### src/rtl/wavegen_pkg.sv
// Shared definitions for the wave generator ramp source: mode encodings,
// direction constants and saturating sign helpers on a wide working type.
package wavegen_pkg;

   // Working width for internal arithmetic. It is wide enough that sums and
   // differences of two samples never overflow for N_FRAC up to 13.
   localparam int WIDE = 16;
   typedef logic signed [WIDE-1:0] wide_t;
   localparam wide_t ONE = wide_t'(1);

   typedef enum logic [1:0] {
      MODE_WRAP     = 2'd0,
      MODE_FOLD     = 2'd1,
      MODE_TRIANGLE = 2'd2,
      MODE_ONESHOT  = 2'd3
   } mode_t;

   localparam logic DIR_UP   = 1'b0;
   localparam logic DIR_DOWN = 1'b1;

   // Negate a Q0.nf value; the most negative code maps to the most positive.
   function automatic wide_t sat_neg(input wide_t x, input int nf);
      wide_t lim;
      lim = ONE << nf;
      return (x == -lim) ? (lim - ONE) : -x;
   endfunction

   // Magnitude of a Q0.nf value with the same saturation as sat_neg.
   function automatic wide_t sat_abs(input wide_t x, input int nf);
      return (x < 0) ? sat_neg(x, nf) : x;
   endfunction

endpackage

### src/rtl/ramp_step.sv
// Combinational next-state for the ramp: new sample, direction, done flag
// and the cycle-event flag, for whichever mode is selected.
module ramp_step
   import wavegen_pkg::*;
#(
   parameter int N_FRAC = 7,
   localparam int W = N_FRAC + 1
) (
   input  logic signed [W-1:0] value,
   input  logic signed [W-1:0] amplitude,
   input  logic signed [W-1:0] addend,
   input  mode_t               mode,
   input  logic                dir,
   input  logic                done,
   output logic signed [W-1:0] value_next,
   output logic                dir_next,
   output logic                done_next,
   output logic                cycle
);

   localparam wide_t HI_LIM = (ONE << N_FRAC) - ONE;
   localparam wide_t LO_LIM = -(ONE << N_FRAC);

   wide_t v, a, d, mag, sum, s, vn;

   // Widen the operands; a negative amplitude behaves as zero.
   always_comb begin
      v   = wide_t'(value);
      d   = wide_t'(addend);
      a   = wide_t'(amplitude);
      if (a < 0) a = '0;
      mag = sat_abs(d, N_FRAC);
      sum = v + d;
   end

   // Per-mode step; a zero addend holds the sample in every mode.
   always_comb begin
      vn        = v;
      s         = v;
      dir_next  = dir;
      done_next = 1'b0;
      cycle     = 1'b0;
      if (d == 0) begin
         done_next = (mode == MODE_ONESHOT) ? done : 1'b0;
      end else begin
         case (mode)
            MODE_WRAP: begin
               vn    = sum;
               cycle = (sum > HI_LIM) || (sum < LO_LIM);
            end
            MODE_FOLD: begin
               if (v <= a) begin
                  vn = sum;
               end else begin
                  vn    = sat_neg(v, N_FRAC);
                  cycle = 1'b1;
               end
            end
            MODE_TRIANGLE: begin
               if (dir == DIR_UP) begin
                  s = v + mag;
                  if (s > a) begin
                     vn       = a;
                     dir_next = DIR_DOWN;
                     cycle    = 1'b1;
                  end else if (s < -a) begin
                     // entered below the band while heading up: pull to bound
                     vn = -a;
                  end else begin
                     vn = s;
                  end
               end else begin
                  s = v - mag;
                  if (s < -a) begin
                     vn       = -a;
                     dir_next = DIR_UP;
                     cycle    = 1'b1;
                  end else if (s > a) begin
                     vn = a;
                  end else begin
                     vn = s;
                  end
               end
            end
            default: begin // MODE_ONESHOT
               if (done) begin
                  done_next = 1'b1;
               end else if (sum > a) begin
                  vn        = a;
                  done_next = 1'b1;
                  cycle     = 1'b1;
               end else if (sum < -a) begin
                  vn        = -a;
                  done_next = 1'b1;
                  cycle     = 1'b1;
               end else begin
                  vn = sum;
               end
            end
         endcase
      end
   end

   // Truncation to W bits gives the two's-complement wrap.
   assign value_next = vn[W-1:0];

endmodule

### src/rtl/ramp_generator.sv
// Multi-mode ramp source: one signed sample per accepted request strobe,
// with cycle-event pulse, one-shot done level and synchronous clear.
module ramp_generator
   import wavegen_pkg::*;
#(
   parameter int N_FRAC = 7,
   localparam int W = N_FRAC + 1
) (
   input  logic                clk_i,
   input  logic                rst_i,
   input  logic signed [W-1:0] amplitude_i,
   input  logic signed [W-1:0] addend_i,
   input  logic [1:0]          mode_i,
   input  logic                enable_i,
   input  logic                clear_i,
   input  logic                next_data_strobe_i,
   output logic signed [W-1:0] data_o,
   output logic                data_out_valid_strobe_o,
   output logic                cycle_o,
   output logic                done_o
);

   logic signed [W-1:0] value_q, value_nx;
   logic                dir_q, dir_nx;
   logic                done_q, done_nx;
   logic                valid_q, cycle_q, cycle_nx;
   logic                accept;

   assign accept = next_data_strobe_i & enable_i & ~clear_i;

   ramp_step #(.N_FRAC(N_FRAC)) u_step (
      .value      (value_q),
      .amplitude  (amplitude_i),
      .addend     (addend_i),
      .mode       (mode_t'(mode_i)),
      .dir        (dir_q),
      .done       (done_q),
      .value_next (value_nx),
      .dir_next   (dir_nx),
      .done_next  (done_nx),
      .cycle      (cycle_nx)
   );

   // State registers; clear beats a coincident strobe, reset beats everything.
   always_ff @(posedge clk_i) begin
      if (!rst_i) begin
         value_q <= '0;
         dir_q   <= DIR_UP;
         done_q  <= 1'b0;
         valid_q <= 1'b0;
         cycle_q <= 1'b0;
      end else begin
         valid_q <= accept;
         cycle_q <= accept & cycle_nx;
         if (clear_i) begin
            value_q <= '0;
            dir_q   <= DIR_UP;
            done_q  <= 1'b0;
         end else if (accept) begin
            value_q <= value_nx;
            dir_q   <= dir_nx;
            done_q  <= done_nx;
         end
      end
   end

   assign data_o                  = value_q;
   assign data_out_valid_strobe_o = valid_q;
   assign cycle_o                 = cycle_q;
   assign done_o                  = done_q;

endmodule

### config.mk
export PLATFORM = sky130hd
export DESIGN_NAME = ramp_generator
export DESIGN_NICKNAME = d
export VERILOG_FILES = /design/src/rtl/wavegen_pkg.sv /design/src/rtl/ramp_step.sv /design/src/rtl/ramp_generator.sv
export SDC_FILE = /design/constraint.sdc
export NUM_CORES = 1
export LEC_CHECK = 0
export BUFFER_PORTS_ARGS = -buffer_cell sky130_fd_sc_hd__buf_2
export CELL_PAD_IN_SITES_DETAIL_PLACEMENT = 0
export CELL_PAD_IN_SITES_GLOBAL_PLACEMENT = 1
export CORE_UTILIZATION = 30
export DETAILED_ROUTE_END_ITERATION = 12
export GPL_TIMING_DRIVEN = 0
export PLACE_DENSITY_LB_ADDON = 0.12
export SLEW_MARGIN = 25
export SYNTH_ARGS = -nofsm -noshare
export SYNTH_HDL_FRONTEND = slang
export SYNTH_SLANG_ARGS = --single-unit
### constraint.sdc
create_clock -name clk_i -period 10.6 [get_ports clk_i]
set_input_delay 1.06 -clock clk_i [delete_from_list [all_inputs] [get_ports clk_i]]
set_output_delay 1.06 -clock clk_i [all_outputs]
set_load 0.02 [all_outputs]
# == Word level (Yosys, flattened, before mapping) ==
# Index checks and enable logic that the tools add are counted.
# word_totals
output_inout_bits,11
input_bits,23
register_bits,12
# classes
bitwise_logic,6
n_reduce_logical,8
order_cmp,11
n_mux,29
addsub,6
eq_ne,7
# op_table
operator,count
$mux 8,10
$mux 16,3
$gt 16x16->1,2
$logic_not 32->1,1
$lt 16x16->1,2
$pmux 8 s3,1
$add 8x16->16,1
$eq 8x8->1 const B,2
$gt 9x16->1,1
$le 8x16->1,1
$lt 8x1->1 const B,2
$lt 9x16->1,1
$neg 16->16,1
$neg 8->16,1
$sub 8x16->16,1
$mux 1,14
$add 8x8->9,1
$gt 9x8->1 const B,1
$lt 9x8->1 const B,1
$neg 8->8,1
$reduce_and 3->1,2
$eq 2x2->1 const B,2
$ne 4x1->1 const B,1
$and 1x1->1,3
other kinds (9),11

# == Depth between registers and ports, before layout ==
# logic_depth
word_depth,10
mapped_depth,29
depth_no_buf,27

# == By module ==
# A second synthesis with hierarchy kept.
# hier_totals
cells_unflattened,758
area_unflattened_um2,5632.9
# by_module_without_submodules
module,cells_each,area_per_inst_um2,seq_area_each_um2,n_inst
ramp_step,706,5088.6,0.0,1
ramp_generator,52,544.3,240.2,1

# == Worst setup path after synthesis ==
# Ideal clock, no wire load.
# synth_timing
kind,input to register
startpoint,input addend_i[0]
endpoint,register value_q[3] (netlist: data_o[3])
cell_stages,28
required_ps,10505
t_arrival_ps,5528
path_slack_ps,4977
path_cell_list,inv_1 -> ha_1 -> nand2_2 -> or4_4 -> buf_6 -> nand2_1 -> nand2_1 -> o21ai_0 -> ha_1 -> buf_4 -> o21bai_4 -> a21oi_1 -> o311ai_2 -> a31oi_1 -> o21ai_0 -> xnor2_1 -> inv_1 -> ha_1 -> inv_1 -> o21ai_0 -> o41ai_1 -> a31oi_1 -> nor2_1 -> a21oi_1 -> o32ai_1 -> nor4_1 -> o221ai_2 -> o311ai_1
# synth_between
elab_chain_cells,9
elab_cells_between_ends,27
# synth_lines
item,line_no,source
from (decl),ramp_generator.sv:12,"input logic signed [W-1:0] addend_i,"
$neg 8->16 or $eq 8x8->1 (tied branches),wavegen_pkg.sv:25,return (x == -lim) ? (lim - ONE) : -x;
$mux 16,wavegen_pkg.sv:25,
$mux 16,wavegen_pkg.sv:30,"return (x < 0) ? sat_neg(x, nf) : x;"
$add 8x16->16 or $sub 8x16->16 (tied branches),"ramp_step.sv:61, ramp_step.sv:73",
$lt 16x16->1 or $gt 16x16->1 (tied branches),"ramp_step.sv:66, ramp_step.sv:78",
"$mux 8, on equally long branches","ramp_step.sv:66, ramp_step.sv:78",
"$mux 8, on equally long branches","ramp_step.sv:62, ramp_step.sv:74",
$mux 8,ramp_step.sv:60,if (dir == DIR_UP) begin
$pmux 8 s3,ramp_step.sv:46,case (mode)
to (signal assigned),ramp_generator.sv:60,value_q <= value_nx;
to (decl),ramp_generator.sv:23,"logic signed [W-1:0] value_q, value_nx;"
# Several ways; a longest one is shown, not always the timed one. The select of a mux whose other input is x is not followed.
# A chain may end at the register's enable or synchronous reset.

# == Worst setup path in the final report ==
# layout_timing
startpoint,input addend_i[1]
endpoint,register value_q[7] (netlist: data_o[7])
# The elaborated chain is that of the path after synthesis.

==> results.toml <==
[outcome]
outcome = "completed"

[critical_path]
timing.critical_path.from = "addend_i[1]"
crit_path_max_incr_delay_ns = 0.69
cp.arrival_ns = 6.96
worstPathRequired_ns = 10.78
start_kind = "input port"
path_class = "input port to flip-flop"
cp_top_family = "compound AO/OA/AOI/OAI gates"
slowest_stage = "a2111oi_0"
r2r_slack_ns = 5.32
r2r-end = "data_o[3]"
reg2regPathDepth = 21
cp_max_fo = 10
endpoint_kind = "flip-flop"
crit_buf_inv = 5
r2r-start = "data_o[0]"

[route]
num_vias = 5701
finalWirelength_mm = 19.3
drt-vias-per-instance = 5.56
drc = 0
wl_per_cell_microns = 18.8
ant_nets = 0
firstDrtPassIters = 5
drt-initial-drc-count = 383

[clock_network]
clock_latency_ns = 0.25
cts_max_level = 1
cts_buffers = 3
clk_path_buf_depth = 2
cts_tree = "done"
post-cts-setup-buffers = 0
root_buffer = "clkbuf_16"
ctsResizeCount = 0
clkSlewWorstSetupHoldPaths_ns = 0.05
cts_num_sinks = 12
hold_buffers = 0

[floorplanning]
fp.dieW_microns = 138
die_y_microns = 138
io-pin-count = 34
initial_core_util = 0.307
rows = 49
die_area_sq_um = 18900
core_area_sq_um = 18000

[logic_synthesis]
yosysWarnings = 0
synth-edff-count = 0
ys_ff_latch = 12
synth_area_sq_um = 5510
async_reset_ff_frac = 0
syn_area_per_cell_sq_um = 7.38
yosysUniqueCellTypes = 80
synth_top_area_frac = 0.284
ys_seq_area_frac = 0.0436
netlist_instances = 746
yosysTopAreaCell = "ha_1"
yosys_most_used_dff = "dfxtp_1"
ys_top_cells_by_area = "ha_1 (28%), a21oi_1 (4.8%), nor2_1 (4.8%)"

[pwr]
comb_power_share = 0.684
sequentialPowerShare = 0.119
power_frac_clock = 0.197
p_int_mw = 0.213
p_sw_frac = 0.485
p_per_area_nw_per_um2 = 67.7
power.leakage_nw = 2.92
total_power_mw = 0.414
irDropWorstVdd_v = 0.0000588
net-switching-power_mw = 0.201

[timing]
fin_crit_sh = 0.640
hold_viol = 0
setup_viol = 0
tns_ns = 0
max-slew-margin-rel = 0.474
slew_violations = 0
period_needed_ns = 6.78
tightest_slew_ns = 0.770
worst_clock_skew_ns = 0.00861
timing.fmax_mhz = 147
whs_ns = 0.550
rsz0062_at_grt = "no"
fin_ws_ns = 3.82

[layout]
areaGrowthSynthToFinish_pct = 11.0
drive_gt1_frac = 0.0942
insertedDiodeCount = 0
final_core_util = 0.340
nFillCells = 1927
fin_nets = 948

[global_routing]
antenna_found_initial = 0
grt_pass1_vias = 5499
grt_first_pass_wirelength_mm = 29.8
grt_usage = 0.206
grt_max_degree = 23
grt-ovfl-total = 0

[min_path]
hold_path.class = "flip-flop to flip-flop"
hp-start = "done_o"
hold_path_end = "done_o"
min_path_cells = 2

[place]
place_congestion = 0.913
io_buffers = 33
dp_slack_ns = 3.70
hpwl_mm = 16.0

[job]
drv_cap = 0
## power by group through the flow
stage	clock network (mW)	logic, mW	registers (mW)
2_1_floorplan	0	0.202	0.0498
4_1_cts	0.0814	0.282	0.0492
3_3_place_gp	0	0.275	0.0500
3_5_place_dp	0	0.281	0.0501
6_report	0.0815	0.283	0.0491
5_1_grt	0.0844	0.318	0.0494
## worst register-to-register path, delay by kind of cell (launching register included)
kind	cells	cell delay (ns)
buffers and inverters	3	0.28
and+or+nand+nor	2	0.60
adders and majority gates	3	1.01
xor gates and xnor gates	1	0.22
AOI/OAI and AO/OA	12	2.56
DFF	1	0.51
## synthesized netlist by cell type, types with 4 or more instances
master / count
nand4_1: 8
xor2_1: 12
buf_2: 6
o21ai_0: 39
a211oi_1: 15
nor4_1: 10
mux2_4: 4
nor3_1: 19
nand2b_1: 21
o211ai_1: 7
a31oi_1: 12
mux2i_1: 14
or3_1: 7
inv_1: 47
or2_2: 4
o21bai_1: 5
nor2_1: 70
clkbuf_1: 9
xnor2_1: 29
nand3_1: 24
o221ai_1: 5
a21oi_1: 53
nor2b_1: 19
ha_1: 125
a21o_1: 16
o21a_1: 4
dfxtp_1: 12
nand2_1: 57
o21ai_1: 7
## flip-flops by register name, indices dropped and copies added (netlist names)
register                 count
done_o                       1
data_out_valid_strobe_o      1
data_o                       8
dir_q                        1
cycle_o                      1
## layout by cell type (no fill, tap or decap), types with 4 or more instances in the layout
cell type  count
nor4_1        10
o21a_1         4
ha_1         125
mux2_4         4
nor2_1        70
a31oi_1       11
a211oi_1      15
o21ai_1        7
dfxtp_1       11
o211ai_1       7
a21o_1        16
buf_2         39
xnor2_1       29
xor2_1        12
or2_2          4
mux2i_1       14
or3_1          7
nand2b_1      21
conb_1        14
clkbuf_1       9
nand3_1       24
nor2b_1       19
o21bai_1       5
a21oi_1       53
nand2_1       57
o221ai_1       5
nor3_1        18
o21ai_0       39
nand4_1        8
inv_1         47
## logic make-up after synthesis
logic type,synth area share
xor+xnor,0.0702
mux,0.0445
flops,0.0436
compound gates,0.258
other cells,0.00136
simple gates,0.233
buf+inv,0.0545
fa+ha+maj,0.295
## worst max path at each step
stage / end / slack, ns / depth (start not counted)
final: data_o[7] / 3.82 / 29
after global routing: data_o[3] / 3.40 / 27
after CTS: data_o[7] / 3.91 / 27
after detailed placement: data_o[7] / 3.70 / 27
after global placement: data_o[7] / 3.65 / 27
after floorplan: data_o[3] / 4.98 / 28
## stage by stage
step           std cells  cell area (sq um)
2_1_floorplan        758               5550
3_3_place_gp        1020               6010
3_5_place_dp        1021               6020
4_1_cts             1025               6110
5_1_grt             1025               6110
6_report            1025               6110
## routing by layer
metal / share of wire / vias to the layer above / wire length [microns] / track usage
met5: 0 / - / 0 / 0
li1: - / 2833 / - / -
met2: 0.45 / 138 / 8750 / 0.345
met3: 0.039 / 26 / 746 / 0.0166
met1: 0.49 / 2704 / 9410 / 0.285
met4: 0.020 / 0 / 394 / 0.0482
## final cells by class
type                            count  area [sq um]  share of cell area
Multi-Input combinational cell    674          5020               0.822
Tap cell                          229           287              0.0469
Sequential cell                    12           241              0.0395
Inverter                           51           191              0.0313
Timing Repair Buffer               34           173              0.0282
Buffer                             21           109              0.0178
Clock buffer                        4          88.8              0.0145
Note: power is estimated with default switching activity, not from simulation.
